[src/rtl/ysyx_24110006_mem_arb_if.sv]
// ysyx_24110006_mem_arb_if
// Bundles the IFU, LSU and memory-side signals of the memory arbiter.
//   IFU : i_ifu_req, i_ifu_addr -> o_ifu_valid, o_ifu_rdata
//   LSU : i_lsu_req, i_lsu_wen, i_lsu_addr, i_lsu_wdata, i_lsu_wmask
//         -> o_lsu_valid, o_lsu_rdata
//   MEM : o_mem_ren, o_mem_wen, o_mem_addr, o_mem_wdata, o_mem_wmask
//         <- i_mem_done, i_mem_rdata
// Modport slave is the arbiter view; modport master is the view of the
// requesters and memory combined (used by the testbench).
// Handshake: a requester raises *_req (level) with stable fields and holds it
// until its o_*_valid pulse; the arbiter answers with exactly one
// single-cycle valid per grant and samples requests only while idle.
interface ysyx_24110006_mem_arb_if;
    logic        i_ifu_req;
    logic [31:0] i_ifu_addr;
    logic        o_ifu_valid;
    logic [31:0] o_ifu_rdata;
    logic        i_lsu_req;
    logic        i_lsu_wen;
    logic [31:0] i_lsu_addr;
    logic [31:0] i_lsu_wdata;
    logic [7:0]  i_lsu_wmask;
    logic        o_lsu_valid;
    logic [31:0] o_lsu_rdata;
    logic        o_mem_ren;
    logic        o_mem_wen;
    logic [31:0] o_mem_addr;
    logic [31:0] o_mem_wdata;
    logic [7:0]  o_mem_wmask;
    logic        i_mem_done;
    logic [31:0] i_mem_rdata;

    modport slave (
        input  i_ifu_req, i_ifu_addr,
        output o_ifu_valid, o_ifu_rdata,
        input  i_lsu_req, i_lsu_wen, i_lsu_addr, i_lsu_wdata, i_lsu_wmask,
        output o_lsu_valid, o_lsu_rdata,
        output o_mem_ren, o_mem_wen, o_mem_addr, o_mem_wdata, o_mem_wmask,
        input  i_mem_done, i_mem_rdata
    );

    modport master (
        output i_ifu_req, i_ifu_addr,
        input  o_ifu_valid, o_ifu_rdata,
        output i_lsu_req, i_lsu_wen, i_lsu_addr, i_lsu_wdata, i_lsu_wmask,
        input  o_lsu_valid, o_lsu_rdata,
        input  o_mem_ren, o_mem_wen, o_mem_addr, o_mem_wdata, o_mem_wmask,
        output i_mem_done, i_mem_rdata
    );
endinterface

[src/rtl/ysyx_24110006_mem_arb.sv]
// ysyx_24110006_mem_arb
// Two-requester (IFU, LSU) arbiter in front of a single-outstanding memory.
// Ports:
//   i_clock  : clock, all state changes on posedge
//   i_reset  : synchronous, active-high reset
//   bus      : ysyx_24110006_mem_arb_if.slave (IFU/LSU/memory signals)
//   o_busy   : high in every state except IDLE
//   o_state  : current FSM state (0 IDLE, 1 ISSUE, 2 WAIT, 3 RESP)
// Configuration macro: YSYX_24110006_ARB_RR_EN
//   defined   -> round-robin between IFU and LSU on simultaneous requests
//   undefined -> fixed priority, LSU over IFU
// Every output is a register; the always_comb block computes next values.
module ysyx_24110006_mem_arb (
    input  logic                         i_clock,
    input  logic                         i_reset,
    ysyx_24110006_mem_arb_if.slave       bus,
    output logic                         o_busy,
    output logic [1:0]                   o_state
);
    typedef enum logic [1:0] {
        S_IDLE  = 2'd0,
        S_ISSUE = 2'd1,
        S_WAIT  = 2'd2,
        S_RESP  = 2'd3
    } state_t;

    state_t      r_state, w_state_next;
    logic        r_grant_lsu, w_grant_lsu_next;
    logic        r_is_write, w_is_write_next;
    logic        r_mem_ren, w_mem_ren_next;
    logic        r_mem_wen, w_mem_wen_next;
    logic [31:0] r_mem_addr, w_mem_addr_next;
    logic [31:0] r_mem_wdata, w_mem_wdata_next;
    logic [7:0]  r_mem_wmask, w_mem_wmask_next;
    logic        r_ifu_valid, w_ifu_valid_next;
    logic [31:0] r_ifu_rdata, w_ifu_rdata_next;
    logic        r_lsu_valid, w_lsu_valid_next;
    logic [31:0] r_lsu_rdata, w_lsu_rdata_next;
    logic        r_busy;

    logic w_any_req;
    logic w_both_pick_lsu;
    logic w_grant_lsu;

    assign w_any_req   = bus.i_ifu_req | bus.i_lsu_req;
    // LSU wins when it is the only requester, or when both ask and the
    // arbitration policy picks it.
    assign w_grant_lsu = bus.i_lsu_req & (~bus.i_ifu_req | w_both_pick_lsu);

`ifdef YSYX_24110006_ARB_RR_EN
    // Remembers who was granted last; reset value means "IFU last", so the
    // first contested grant goes to the LSU.
    logic r_last_lsu;
    assign w_both_pick_lsu = ~r_last_lsu;

    always_ff @(posedge i_clock) begin
        if (i_reset) begin
            r_last_lsu <= 1'b0;
        end else if (r_state == S_IDLE && w_any_req) begin
            r_last_lsu <= w_grant_lsu;
        end
    end
`else
    assign w_both_pick_lsu = 1'b1;
`endif

    always_comb begin
        w_state_next     = r_state;
        w_grant_lsu_next = r_grant_lsu;
        w_is_write_next  = r_is_write;
        w_mem_ren_next   = 1'b0;
        w_mem_wen_next   = 1'b0;
        w_mem_addr_next  = r_mem_addr;
        w_mem_wdata_next = r_mem_wdata;
        w_mem_wmask_next = r_mem_wmask;
        w_ifu_valid_next = 1'b0;
        w_ifu_rdata_next = r_ifu_rdata;
        w_lsu_valid_next = 1'b0;
        w_lsu_rdata_next = r_lsu_rdata;

        case (r_state)
            S_IDLE: begin
                if (w_any_req) begin
                    w_state_next     = S_ISSUE;
                    w_grant_lsu_next = w_grant_lsu;
                    w_is_write_next  = w_grant_lsu & bus.i_lsu_wen;
                    w_mem_addr_next  = w_grant_lsu ? bus.i_lsu_addr  : bus.i_ifu_addr;
                    w_mem_wdata_next = w_grant_lsu ? bus.i_lsu_wdata : 32'd0;
                    w_mem_wmask_next = w_grant_lsu ? bus.i_lsu_wmask : 8'd0;
                    // The strobe for the ISSUE cycle is set on entry.
                    w_mem_wen_next   = w_grant_lsu & bus.i_lsu_wen;
                    w_mem_ren_next   = ~(w_grant_lsu & bus.i_lsu_wen);
                end
            end
            // ISSUE and WAIT behave alike: completion moves to RESP,
            // otherwise keep waiting with fields held.
            S_ISSUE, S_WAIT: begin
                if (bus.i_mem_done) begin
                    w_state_next     = S_RESP;
                    w_mem_addr_next  = 32'd0;
                    w_mem_wdata_next = 32'd0;
                    w_mem_wmask_next = 8'd0;
                    if (r_grant_lsu) begin
                        w_lsu_valid_next = 1'b1;
                        if (!r_is_write) begin
                            w_lsu_rdata_next = bus.i_mem_rdata;
                        end
                    end else begin
                        w_ifu_valid_next = 1'b1;
                        w_ifu_rdata_next = bus.i_mem_rdata;
                    end
                end else begin
                    w_state_next = S_WAIT;
                end
            end
            S_RESP: begin
                w_state_next = S_IDLE;
            end
            default: begin
                w_state_next = S_IDLE;
            end
        endcase
    end

    always_ff @(posedge i_clock) begin
        if (i_reset) begin
            r_state     <= S_IDLE;
            r_grant_lsu <= 1'b0;
            r_is_write  <= 1'b0;
            r_mem_ren   <= 1'b0;
            r_mem_wen   <= 1'b0;
            r_mem_addr  <= 32'd0;
            r_mem_wdata <= 32'd0;
            r_mem_wmask <= 8'd0;
            r_ifu_valid <= 1'b0;
            r_ifu_rdata <= 32'd0;
            r_lsu_valid <= 1'b0;
            r_lsu_rdata <= 32'd0;
            r_busy      <= 1'b0;
        end else begin
            r_state     <= w_state_next;
            r_grant_lsu <= w_grant_lsu_next;
            r_is_write  <= w_is_write_next;
            r_mem_ren   <= w_mem_ren_next;
            r_mem_wen   <= w_mem_wen_next;
            r_mem_addr  <= w_mem_addr_next;
            r_mem_wdata <= w_mem_wdata_next;
            r_mem_wmask <= w_mem_wmask_next;
            r_ifu_valid <= w_ifu_valid_next;
            r_ifu_rdata <= w_ifu_rdata_next;
            r_lsu_valid <= w_lsu_valid_next;
            r_lsu_rdata <= w_lsu_rdata_next;
            r_busy      <= (w_state_next != S_IDLE);
        end
    end

    assign bus.o_ifu_valid = r_ifu_valid;
    assign bus.o_ifu_rdata = r_ifu_rdata;
    assign bus.o_lsu_valid = r_lsu_valid;
    assign bus.o_lsu_rdata = r_lsu_rdata;
    assign bus.o_mem_ren   = r_mem_ren;
    assign bus.o_mem_wen   = r_mem_wen;
    assign bus.o_mem_addr  = r_mem_addr;
    assign bus.o_mem_wdata = r_mem_wdata;
    assign bus.o_mem_wmask = r_mem_wmask;
    assign o_busy          = r_busy;
    assign o_state         = r_state;
endmodule

[src/flat_wrapper.sv]
// flat-port wrapper written by rule: the top's interface ports become plain ports
module ysyx_24110006_mem_arb_flat 
  (i_clock, i_reset, o_busy, o_state, bus_i_ifu_req, bus_i_ifu_addr, bus_o_ifu_valid, bus_o_ifu_rdata, bus_i_lsu_req, bus_i_lsu_wen, bus_i_lsu_addr, bus_i_lsu_wdata, bus_i_lsu_wmask, bus_o_lsu_valid, bus_o_lsu_rdata, bus_o_mem_ren, bus_o_mem_wen, bus_o_mem_addr, bus_o_mem_wdata, bus_o_mem_wmask, bus_i_mem_done, bus_i_mem_rdata);
  ysyx_24110006_mem_arb_if bus_i ();
  input  logic i_clock;
  input  logic i_reset;
  output logic o_busy;
  output logic [1:0] o_state;
  input wire logic [$bits(bus_i.i_ifu_req)-1:0] bus_i_ifu_req;
  input wire logic [$bits(bus_i.i_ifu_addr)-1:0] bus_i_ifu_addr;
  output wire logic [$bits(bus_i.o_ifu_valid)-1:0] bus_o_ifu_valid;
  output wire logic [$bits(bus_i.o_ifu_rdata)-1:0] bus_o_ifu_rdata;
  input wire logic [$bits(bus_i.i_lsu_req)-1:0] bus_i_lsu_req;
  input wire logic [$bits(bus_i.i_lsu_wen)-1:0] bus_i_lsu_wen;
  input wire logic [$bits(bus_i.i_lsu_addr)-1:0] bus_i_lsu_addr;
  input wire logic [$bits(bus_i.i_lsu_wdata)-1:0] bus_i_lsu_wdata;
  input wire logic [$bits(bus_i.i_lsu_wmask)-1:0] bus_i_lsu_wmask;
  output wire logic [$bits(bus_i.o_lsu_valid)-1:0] bus_o_lsu_valid;
  output wire logic [$bits(bus_i.o_lsu_rdata)-1:0] bus_o_lsu_rdata;
  output wire logic [$bits(bus_i.o_mem_ren)-1:0] bus_o_mem_ren;
  output wire logic [$bits(bus_i.o_mem_wen)-1:0] bus_o_mem_wen;
  output wire logic [$bits(bus_i.o_mem_addr)-1:0] bus_o_mem_addr;
  output wire logic [$bits(bus_i.o_mem_wdata)-1:0] bus_o_mem_wdata;
  output wire logic [$bits(bus_i.o_mem_wmask)-1:0] bus_o_mem_wmask;
  input wire logic [$bits(bus_i.i_mem_done)-1:0] bus_i_mem_done;
  input wire logic [$bits(bus_i.i_mem_rdata)-1:0] bus_i_mem_rdata;
  assign bus_i.i_ifu_req = bus_i_ifu_req;
  assign bus_i.i_ifu_addr = bus_i_ifu_addr;
  assign bus_o_ifu_valid = bus_i.o_ifu_valid;
  assign bus_o_ifu_rdata = bus_i.o_ifu_rdata;
  assign bus_i.i_lsu_req = bus_i_lsu_req;
  assign bus_i.i_lsu_wen = bus_i_lsu_wen;
  assign bus_i.i_lsu_addr = bus_i_lsu_addr;
  assign bus_i.i_lsu_wdata = bus_i_lsu_wdata;
  assign bus_i.i_lsu_wmask = bus_i_lsu_wmask;
  assign bus_o_lsu_valid = bus_i.o_lsu_valid;
  assign bus_o_lsu_rdata = bus_i.o_lsu_rdata;
  assign bus_o_mem_ren = bus_i.o_mem_ren;
  assign bus_o_mem_wen = bus_i.o_mem_wen;
  assign bus_o_mem_addr = bus_i.o_mem_addr;
  assign bus_o_mem_wdata = bus_i.o_mem_wdata;
  assign bus_o_mem_wmask = bus_i.o_mem_wmask;
  assign bus_i.i_mem_done = bus_i_mem_done;
  assign bus_i.i_mem_rdata = bus_i_mem_rdata;
  ysyx_24110006_mem_arb u_core (.i_clock(i_clock), .i_reset(i_reset), .bus(bus_i), .o_busy(o_busy), .o_state(o_state));
endmodule
[config.mk]
export PLATFORM = sky130hd
export DESIGN_NAME = ysyx_24110006_mem_arb_flat
export DESIGN_NICKNAME = d
export VERILOG_FILES = /design/src/rtl/ysyx_24110006_mem_arb_if.sv /design/src/rtl/ysyx_24110006_mem_arb.sv /design/src/flat_wrapper.sv
export SDC_FILE = /design/constraint.sdc
export NUM_CORES = 1
export LEC_CHECK = 0
export CAP_MARGIN = 30
export CORE_MARGIN = 2
export CORE_UTILIZATION = 45
export DETAILED_ROUTE_END_ITERATION = 8
export GPL_TIMING_DRIVEN = 1
export PLACE_DENSITY = 0.95
export SYNTH_ARGS = -nofsm -noshare
export SYNTH_HDL_FRONTEND = slang
export SYNTH_SLANG_ARGS = --single-unit
[constraint.sdc]
create_clock -name i_clock -period 4.9 [get_ports i_clock]
set_input_delay 0.49 -clock i_clock [delete_from_list [all_inputs] [get_ports i_clock]]
set_output_delay 0.49 -clock i_clock [all_outputs]
set_load 0.05 [all_outputs]
# After elaboration in Yosys (flattened, before gate mapping)
# Cells that the tools add are included.
[word_totals] register_bits=145 inputBits=142 output_inout_bits=143 word_cells=53
[op_classes] n_eq_ne=5 n_mux=16 n_bitwise=9 n_reduce_logical=10
[ops] op="32-bit two-way mux" n=5
[ops] op="32-bit one-hot mux with 2 select lines" n=2
[ops] op="8-bit two-way mux" n=3
[ops] op="8-bit one-hot mux with 2 select lines" n=1
[ops] op="1-bit NOT" n=7
[ops] op="2-bit one-hot mux with 3 select lines" n=1
[ops] op="3-bit AND reduction" n=2
[ops] op="3-bit OR reduction" n=2
[ops] op="2-bit == test, second input constant" n=2
[ops] op="4-bit AND reduction" n=1
[ops] op="2-bit nonzero test" n=2
[ops] op="1-bit two-way mux" n=3
[ops] op="2-bit by 1-bit == test with 1-bit output, second input constant" n=1
[ops] op="2-bit zero test" n=1
[ops] op="2-bit two-way mux" n=1
[ops] op="2-bit by 1-bit != test with 1-bit output, second input constant" n=1
[ops] op="2-bit != test, second input constant" n=1
[ops] op="2-bit AND reduction" n=1
[ops] op="2-bit OR reduction" n=1
[ops] op="1-bit AND" n=1
[ops] op="1-bit bitwise OR" n=1

# Depth between registers and ports, before layout
# Gate-level depths: netlist (run 1).
[depth] depth_word=4 ltp_mapped=9 ltp_nobuf=5

# Worst setup path after synthesis (run 1)
# Ideal clock, no wire load.
[synth_timing] kind="register to register" startpoint="reg u_core.r_state[0] (netlist: u_core.o_state[0])" endpoint="reg u_core.r_mem_addr[0] (netlist: u_core.bus.o_mem_addr[0])" setup_ps=67 arrival_ps=2218 required_time_ps=4833 slack_ps=2615 stages_incl_launch_ff=10 n_path_buf=4 period_less_slack_ps=2285 path_cell_list="dfxtp_1 > inv_1 > ha_1 > buf_6 > mux2_1 > buf_2 > and2_4 > buf_12 > buf_12 > o21ai_2"
[synth_via] elab_chain_len=4 elab_cells_between_ends=9
[synth_rtl] item="start, declared" line_no="ysyx_24110006_mem_arb.sv:27" rtl="state_t r_state, w_state_next;"
[synth_rtl] item="start signal, assigned" line_no="ysyx_24110006_mem_arb.sv:141" rtl="r_state <= w_state_next;"
[synth_rtl] item="2-bit by 1-bit == test with 1-bit output / 2-bit == test (equally long branches)" line_no="ysyx_24110006_mem_arb.sv:81" rtl="case (r_state)"
[synth_rtl] item="2-bit OR reduction" line_no="ysyx_24110006_mem_arb.sv:81"
[synth_rtl] item="2-bit != test (no line) / 2-bit nonzero test (equally long branches)"
[synth_rtl] item="3-bit AND reduction (no line)"
[synth_rtl] item="end signal, assigned" line_no="ysyx_24110006_mem_arb.sv:146" rtl="r_mem_addr <= w_mem_addr_next;"
[synth_rtl] item="end, declared" line_no="ysyx_24110006_mem_arb.sv:32" rtl="logic [31:0] r_mem_addr, w_mem_addr_next;"
# Several ways; a longest one is shown, not always the timed one.
# A chain may end at the register's enable or synchronous reset.

# Worst setup path in the final report (run 1)
[layout_timing] startpoint="reg u_core.r_state[0] (netlist: u_core.o_state[0])" endpoint="reg u_core.r_mem_addr[15] (netlist: u_core.bus.o_mem_addr[15])"
# The elaborated chain is that of the path after synthesis.

==> results of run 1 <==
## power by group through the flow
stage / Sequential [mW] / Clock [mW] / Combinational, mW
after floorplan: 2.49 / 0 / 1.17
after global placement: 1.59 / 0 / 2.69
after detailed placement: 1.61 / 0 / 2.74
after CTS: 1.59 / 1.31 / 2.76
after global routing: 1.62 / 1.37 / 2.90
final: 1.59 / 1.29 / 2.75
## layout by cell type, fill, tap and decap left out, drive strengths merged, types with 2 or more instances in the layout
master,n
nand2,130
clkinvlp,3
clkdlybuf4s50,282
nand4,72
ha,2
o21ai,73
nand3,2
dfxtp,145
a211oi,2
bufinv,3
a21oi,67
nor2,6
clkinv,9
mux2,33
nand2b,72
clkbuf,17
inv,2
buf,14
## state kept, by name, summed over array words and instances, names as in the netlist
signal                  count
u_core.bus.o_ifu_rdata     32
u_core.bus.o_ifu_valid      1
u_core.bus.o_lsu_rdata     32
u_core.bus.o_lsu_valid      1
u_core.bus.o_mem_addr      32
u_core.bus.o_mem_ren        1
u_core.bus.o_mem_wdata     32
u_core.bus.o_mem_wen        1
u_core.bus.o_mem_wmask      8
u_core.o_busy               1
u_core.o_state              2
u_core.r_grant_lsu          1
u_core.r_is_write           1
## metrics by stage
step | hold WS [ns] | setup WS [ns] | utilization (%) | area (um^2) | power (mW)
after CTS | 0.454 | 2.38 | 71.6 | 9550 | 5.66
after global placement | 0.441 | 2.12 | 66.9 | 8930 | 4.29
after floorplan | 0.440 | 2.62 | - | 6180 | 3.66
after detailed placement | 0.445 | 2.11 | 67.1 | 8960 | 4.35
after global routing | 0.473 | 2.24 | 71.6 | 9550 | 5.88
final | 0.452 | 2.40 | 71.6 | 9550 | 5.63
## layer usage
metal / up-vias / routed length [um]
li1: 2861 / -
met1: 2745 / 7230
met2: 273 / 9320
met3: 29 / 1690
met4: 0 / 382
met5: - / 0
## cell type report
class / instances / share of cell area, %
Inverter: 2 / 0.0786
Tap cell: 176 / 2.31
Multi-Input combinational cell: 469 / 30.2
Clock buffer: 17 / 4.45
Sequential cell: 145 / 30.4
Timing Repair Buffer: 296 / 30.8
Clock inverter: 15 / 1.77
## cell families (layout without fill, tap and decap cells)
logic type	after synthesis	in the layout	share of synthesized area, %
flip-flops	145	145	46.9
AO/OA/AOI/OAI	143	143	15.9
buffers and inverters	69	330	6.58
multiplexers	33	33	6.01
adder cells (fa/ha/maj)	2	2	0.405
AND/OR/NAND/NOR	291	291	24.1
## path summary, 6_finish.rpt
check                           slack (ns)  depth (start not counted)                                 endpoint                                    start
worst min-delay path                  0.45                          2  u_core.bus.o_ifu_rdata[26]$_SDFFE_PP0P_  u_core.bus.o_ifu_rdata[26]$_SDFFE_PP0P_
worst max-delay path                  2.40                          7   u_core.bus.o_mem_addr[15]$_SDFFE_PP0P_             u_core.o_state[0]$_SDFF_PP0_
worst min register to register        0.45                          2  u_core.bus.o_ifu_rdata[26]$_SDFFE_PP0P_  u_core.bus.o_ifu_rdata[26]$_SDFFE_PP0P_
worst max register to register        2.40                          7   u_core.bus.o_mem_addr[15]$_SDFFE_PP0P_             u_core.o_state[0]$_SDFF_PP0_
## critical path, delay by kind of cell, from the launching register on
family | cells | cell delay (ns)
buffers and inverters | 3 | 0.83
AND/OR/NAND/NOR | 2 | 0.79
flip-flops | 1 | 0.37
adder cells (fa/ha/maj) | 1 | 0.27
AO/OA/AOI/OAI | 1 | 0.11
==> impl_metrics.csv, run 1 <==
group,metric,value,unit
run_status,outcome,"finished, final reports clean",
clock_tree,cts.repair.resized,0,
final_layout,stdcell_count,1120,
clock_tree,numCtsBuffers,17,
place,dp_hpwl,12.8,mm
pwr,peakVddDrop,0.293,mV
route,vias_per_cell,5.28,
synthesis,ys_ff_latch,145,
route,drc,0,
synthesis,synth.distinct_cells,29,
sta,clock_skew,0.00719,ns
sta,finalSetupTns,0,ns
final_layout,num_antenna_cells,0,
pwr,pwr-share-clk,23.0,%
synthesis,yosys-top-cells-area,"dfxtp_1, o21ai_2, nand2_1",
clock_tree,insertion_delay,0.41,ns
route,wirelength,18.6,mm
synthesis,ys_seq_area_share,46.9,%
worst_hold_path,hold_class,"register to register",
sta,rsz0062_at_grt,"no",
sta,slew_headroom,42.7,%
clock_tree,cts_hold_buf,0,
synthesis,syn_nets,827,
route,wl_per_cell,16.6,um
setup_path,crit_required,5.20,ns
grt,antenna_found_initial,0,
synthesis,synth_top_area_cell,"dfxtp_1",
grt,grt_pass1_vias,5729,
sta,maxSlewViolCount,0,
sta,worstMarginPinSlew,0.860,ns
synthesis,async_flop_share,0,%
final_layout,fill_cells,964,
setup_path,crit_slowest_cell,"and2_4",
final_layout,final_nets,1075,
setup_path,worstSetupStartpointType,"register",
synthesis,syn_avg_cell_area,9.05,um^2
sta,min_period,2.50,ns
grt,grt_pass1_wl,29.2,mm
synthesis,yosys_warnings,0,
route,dr_total_vias,5908,
final_layout,regArea,2900,um^2
sta,hold_viol_final,0,
grt,top_usage_layer,"met2",
clock_tree,cts_tree,"yes",
grt,grtUsageMet2,43.7,%
floorplan,fp.dieW,121,um
synthesis,synth_edf_count,0,
setup_path,crit_type,"register to register",
clock_tree,cts-root-buf,"clkbuf_16",
setup_path,cpPeakStageDelay,0.60,ns
place,dp_cells,1088,
grt,grt_util_met3,7.85,%
synthesis,synthesis.area,6180,um^2
clock_tree,clkTransAtPathRegs,0.06,ns
final_layout,multi_input_area,2880,um^2
clock_tree,cts_max_level,4,
synthesis,synth_top_flop_cell,"dfxtp_1",
setup_path,cp_cell_sequence,"inv_1, ha_1, or3b_1, buf_4, and2_4, buf_4, o21ai_2",
clock_tree,clock-sinks,145,
floorplan,rows,42,
floorplan,core,13300,um^2
pwr,power.density,589,nW/um^2
route,ant_nets,0,
grt,grt-ovfl-total,0,
synthesis,syn_inst,683,
grt,met1_usage,29.5,%
flow_run,maxCapViolCount,0,
setup_path,worst_path_most_repeated_cell,"buf_4",
grt,gr-usage-all-layers,25.4,%
place,portBuffers,284,
floorplan,initial_core_util,46.3,%
setup_path,crit_arrival,2.79,ns
final_layout,drive_gt1_share,16.0,%
sta,min_period_over_period,51.0,%
pwr,switching_share,45.3,%
pwr,pwr-share-seq,28.2,%
clock_tree,cts_setup_buffers,0,
pwr,p_switching,2.55,mW
synthesis,synth.most_common_cell,"dfxtp_1",
sta,setup_violations,0,
route,dr.pass1.iters,5,
pwr,internal-power,3.08,mW
synthesis,synth_top_area_share,46.9,%
floorplan,die_h,121,um
setup_path,worstPathMaxFanout,33,
pwr,p_leak,3.32,nW
grt,grt_max_degree,86,
pwr,pwr-share-comb,48.8,%
setup_path,crit_path_end_kind,"register",
floorplan,fp.dieArea,14700,um^2
final_layout,syn_to_final_growth,54.5,%
sta,fmax,0.400,GHz
route,drt-initial-drc-count,422,
synthesis,synth.cells.most_frequent,"dfxtp_1, nand2_1, nand2b_1, nand4_1, o21ai_2",
place,place.gp.congestion,0.794,
floorplan,ios,285,
clock_tree,cts_buffer_depth,2,
Note: power is estimated with default switching activity, not from simulation.
==> run 2, diff against run 1 <==
Settings changed: CORE_UTILIZATION 45 to 42, PLACE_DENSITY 0.95 to 0.9.
Clock period 4.9 ns to 2.6 ns, I/O delays scaled along.
==> run 2 against run 1 <==
  * Worst setup slack got worse by 2.0 ns
  * Die area is 6.9% higher
  * Via count grew 0.93%
  * Non-clock buffer count is the same
  * Combinational power increased by 88%
  * Count of clock-buffer cells in the layout up 7
  * Register-to-register slack worse by 2.0 ns
  * Clock power is 110% higher
  * First-iteration DRC count decreased by 35%
  * Maximum frequency is 12% higher
  * Cell count increased by 0.71%
==> impl_metrics.csv, run 2 (synthesis results as in run 1) <==
group,metric,value,unit
final_layout,syn_to_final_growth,55.8,%
floorplan,rows,44,
floorplan,fp.dieArea,15700,um^2
final_layout,drive_gt1_share,15.8,%
flow_run,maxCapViolCount,0,
pwr,power.density,1120,nW/um^2
setup_path,crit_family,"buffers and inverters",
pwr,peakVddDrop,0.564,mV
sta,min_period,2.22,ns
sta,finalWorstSetupSlack,0.378,ns
sta,rsz0062_at_grt,"no",
route,wl_per_cell,16.7,um
clock_tree,cts_hold_buf,0,
final_layout,final_common_cell,"clkdlybuf4s50_1",
setup_path,crit_required,2.95,ns
setup_path,worstSetupStartpointType,"register",
grt,grt_pass1_vias,5831,
floorplan,ios,285,
run_status,outcome,"finished, final reports clean",
route,drt-initial-drc-count,273,
floorplan,die_h,125,um
setup_path,timing.rr.end,"u_core.bus.o_mem_wdata[11]$_SDFFE_PP0P_",
final_layout,regArea,2900,um^2
grt,gr-usage-all-layers,23.9,%
route,dr.pass1.iters,5,
clock_tree,clkTransAtPathRegs,0.06,ns
setup_path,path_buf_inv,2,
route,vias_per_cell,5.29,
setup_path,worst-r2r-setup-slack,0.38,ns
sta,hold_viol_final,0,
final_layout,final_cell_mix,"clkdlybuf4s50_1, dfxtp_1, nand2_1",
setup_path,crit_arrival,2.57,ns
setup_path,worstSetupStartpoint,"u_core.o_state[0]$_SDFF_PP0_",
place,dpl_worst_slack,0.384,ns
clock_tree,insertion_delay,0.41,ns
final_layout,multi_input_area,2880,um^2
route,dr_total_vias,5963,
place,portBuffers,284,
route,drc,0,
clock_tree,cts_buffer_depth,2,
setup_path,r2r_start,"u_core.o_state[0]$_SDFF_PP0_",
grt,grt_max_degree,81,
setup_path,worstPathMaxFanout,72,
setup_path,crit_type,"register to register",
setup_path,crit_slowest_cell,"buf_4",
route,ant_nets,0,
setup_path,rr_worst_depth,6,
setup_path,cp_cell_sequence,"inv_1, ha_1, mux2_2, buf_4, nand4_1, o21ai_2",
sta,maxSlewViolCount,0,
clock_tree,numCtsBuffers,17,
floorplan,fp.dieW,125,um
final_layout,finish.instance_area,9640,um^2
route,wirelength,18.8,mm
floorplan,initial_core_util,42.7,%
clock_tree,cts-root-buf,"clkbuf_16",
clock_tree,cts_tree,"yes",
pwr,p_leak,3.35,nW
setup_path,path_depth,6,
setup_path,worstSetupEndpoint,"u_core.bus.o_mem_wdata[11]$_SDFFE_PP0P_",
sta,clock_skew,0.00730,ns
clock_tree,cts.repair.resized,0,
sta,slew_headroom,47.8,%
worst_hold_path,hold_class,"input port to register",
final_layout,fill_cells,1142,
sta,worstMarginPinSlew,0.783,ns
final_layout,final_nets,1075,
sta,fmax,0.450,GHz
place,place_area,8980,um^2
setup_path,crit_path_end_kind,"register",
clock_tree,cts_setup_buffers,0,
sta,min_period_over_period,85.4,%
grt,antenna_found_initial,0,
final_layout,num_antenna_cells,0,
floorplan,core,14500,um^2
sta,setup_violations,0,
grt,grt-ovfl-total,0,
setup_path,cpPeakStageDelay,0.61,ns
place,dp_hpwl,12.8,mm
clock_tree,clock-sinks,145,
sta,finalSetupTns,0,ns
clock_tree,cts_max_level,4,
grt,grt_pass1_wl,30.1,mm
place,place.gp.congestion,0.767,
[run 2: cell count changes in the layout (fill, tap and decap cells not counted), moves of 2 or more]
cell and delta:
buf_12 +3, clkinv_2 -5, clkinv_4 -2, buf_4 -2
clkbuf_1 +2, clkbuf_8 +5
[run 2: how the worst min path moves through the flow]
stage          slack [ns]                                 endpoint  cells after the start                               startpoint
6_report             0.41   u_core.bus.o_mem_wmask[7]$_SDFFE_PP0P_                      4                            bus_i_lsu_req
5_1_grt              0.43   u_core.bus.o_lsu_rdata[7]$_SDFFE_PP0P_                      3                       bus_i_mem_rdata[7]
4_1_cts              0.40   u_core.bus.o_mem_wmask[7]$_SDFFE_PP0P_                      4                            bus_i_lsu_req
3_5_place_dp         0.45  u_core.bus.o_lsu_rdata[30]$_SDFFE_PP0P_                      2  u_core.bus.o_lsu_rdata[30]$_SDFFE_PP0P_
3_3_place_gp         0.44   u_core.bus.o_lsu_rdata[5]$_SDFFE_PP0P_                      2   u_core.bus.o_lsu_rdata[5]$_SDFFE_PP0P_
2_1_floorplan        0.36          u_core.bus.o_mem_ren$_SDFF_PP0_                      1                            bus_i_lsu_wen
[run 2: per-layer routing]
metal | track usage (%) | share of wire [%] | up-vias
li1 | - | - | 2860
met4 | 8.50 | 2.3 | 0
met3 | 6.76 | 8.4 | 28
met2 | 40.8 | 50 | 269
met5 | 0 | 0 | -
met1 | 28.7 | 40 | 2806
[run 2: layout make-up]
type                            count  area share (%)
Clock inverter                      8            1.55
Multi-Input combinational cell    469            29.9
Tap cell                          184            2.39
Timing Repair Buffer              296            30.7
Sequential cell                   145            30.1
Clock buffer                       24            5.21
Inverter                            2          0.0779
[run 2: worst reg2reg max path: stages (launching register included)]
cell and delay (ns):
dfxtp_1 0.36, inv_1 0.08, ha_1 0.44, mux2_2 0.29
buf_4 0.61, nand4_1 0.27, o21ai_2 0.11
[run 2: per-stage QoR]
stage | util (%) | cells | total power, mW | hold WS (ns)
floorplan | - | 683 | 6.91 | 0.363
global placement | 62.1 | 1096 | 8.17 | 0.441
detailed placement | 62.1 | 1096 | 8.23 | 0.446
CTS | 66.5 | 1128 | 10.9 | 0.401
global route | 66.5 | 1128 | 11.3 | 0.427
finish | 66.5 | 1128 | 10.8 | 0.414
[run 2: where the power goes]
group	leakage [nW]	internal, mW	switching, mW
sequential	1.18	2.73	0.273
clock	0.313	1.74	0.912
combinational	1.85	1.59	3.59
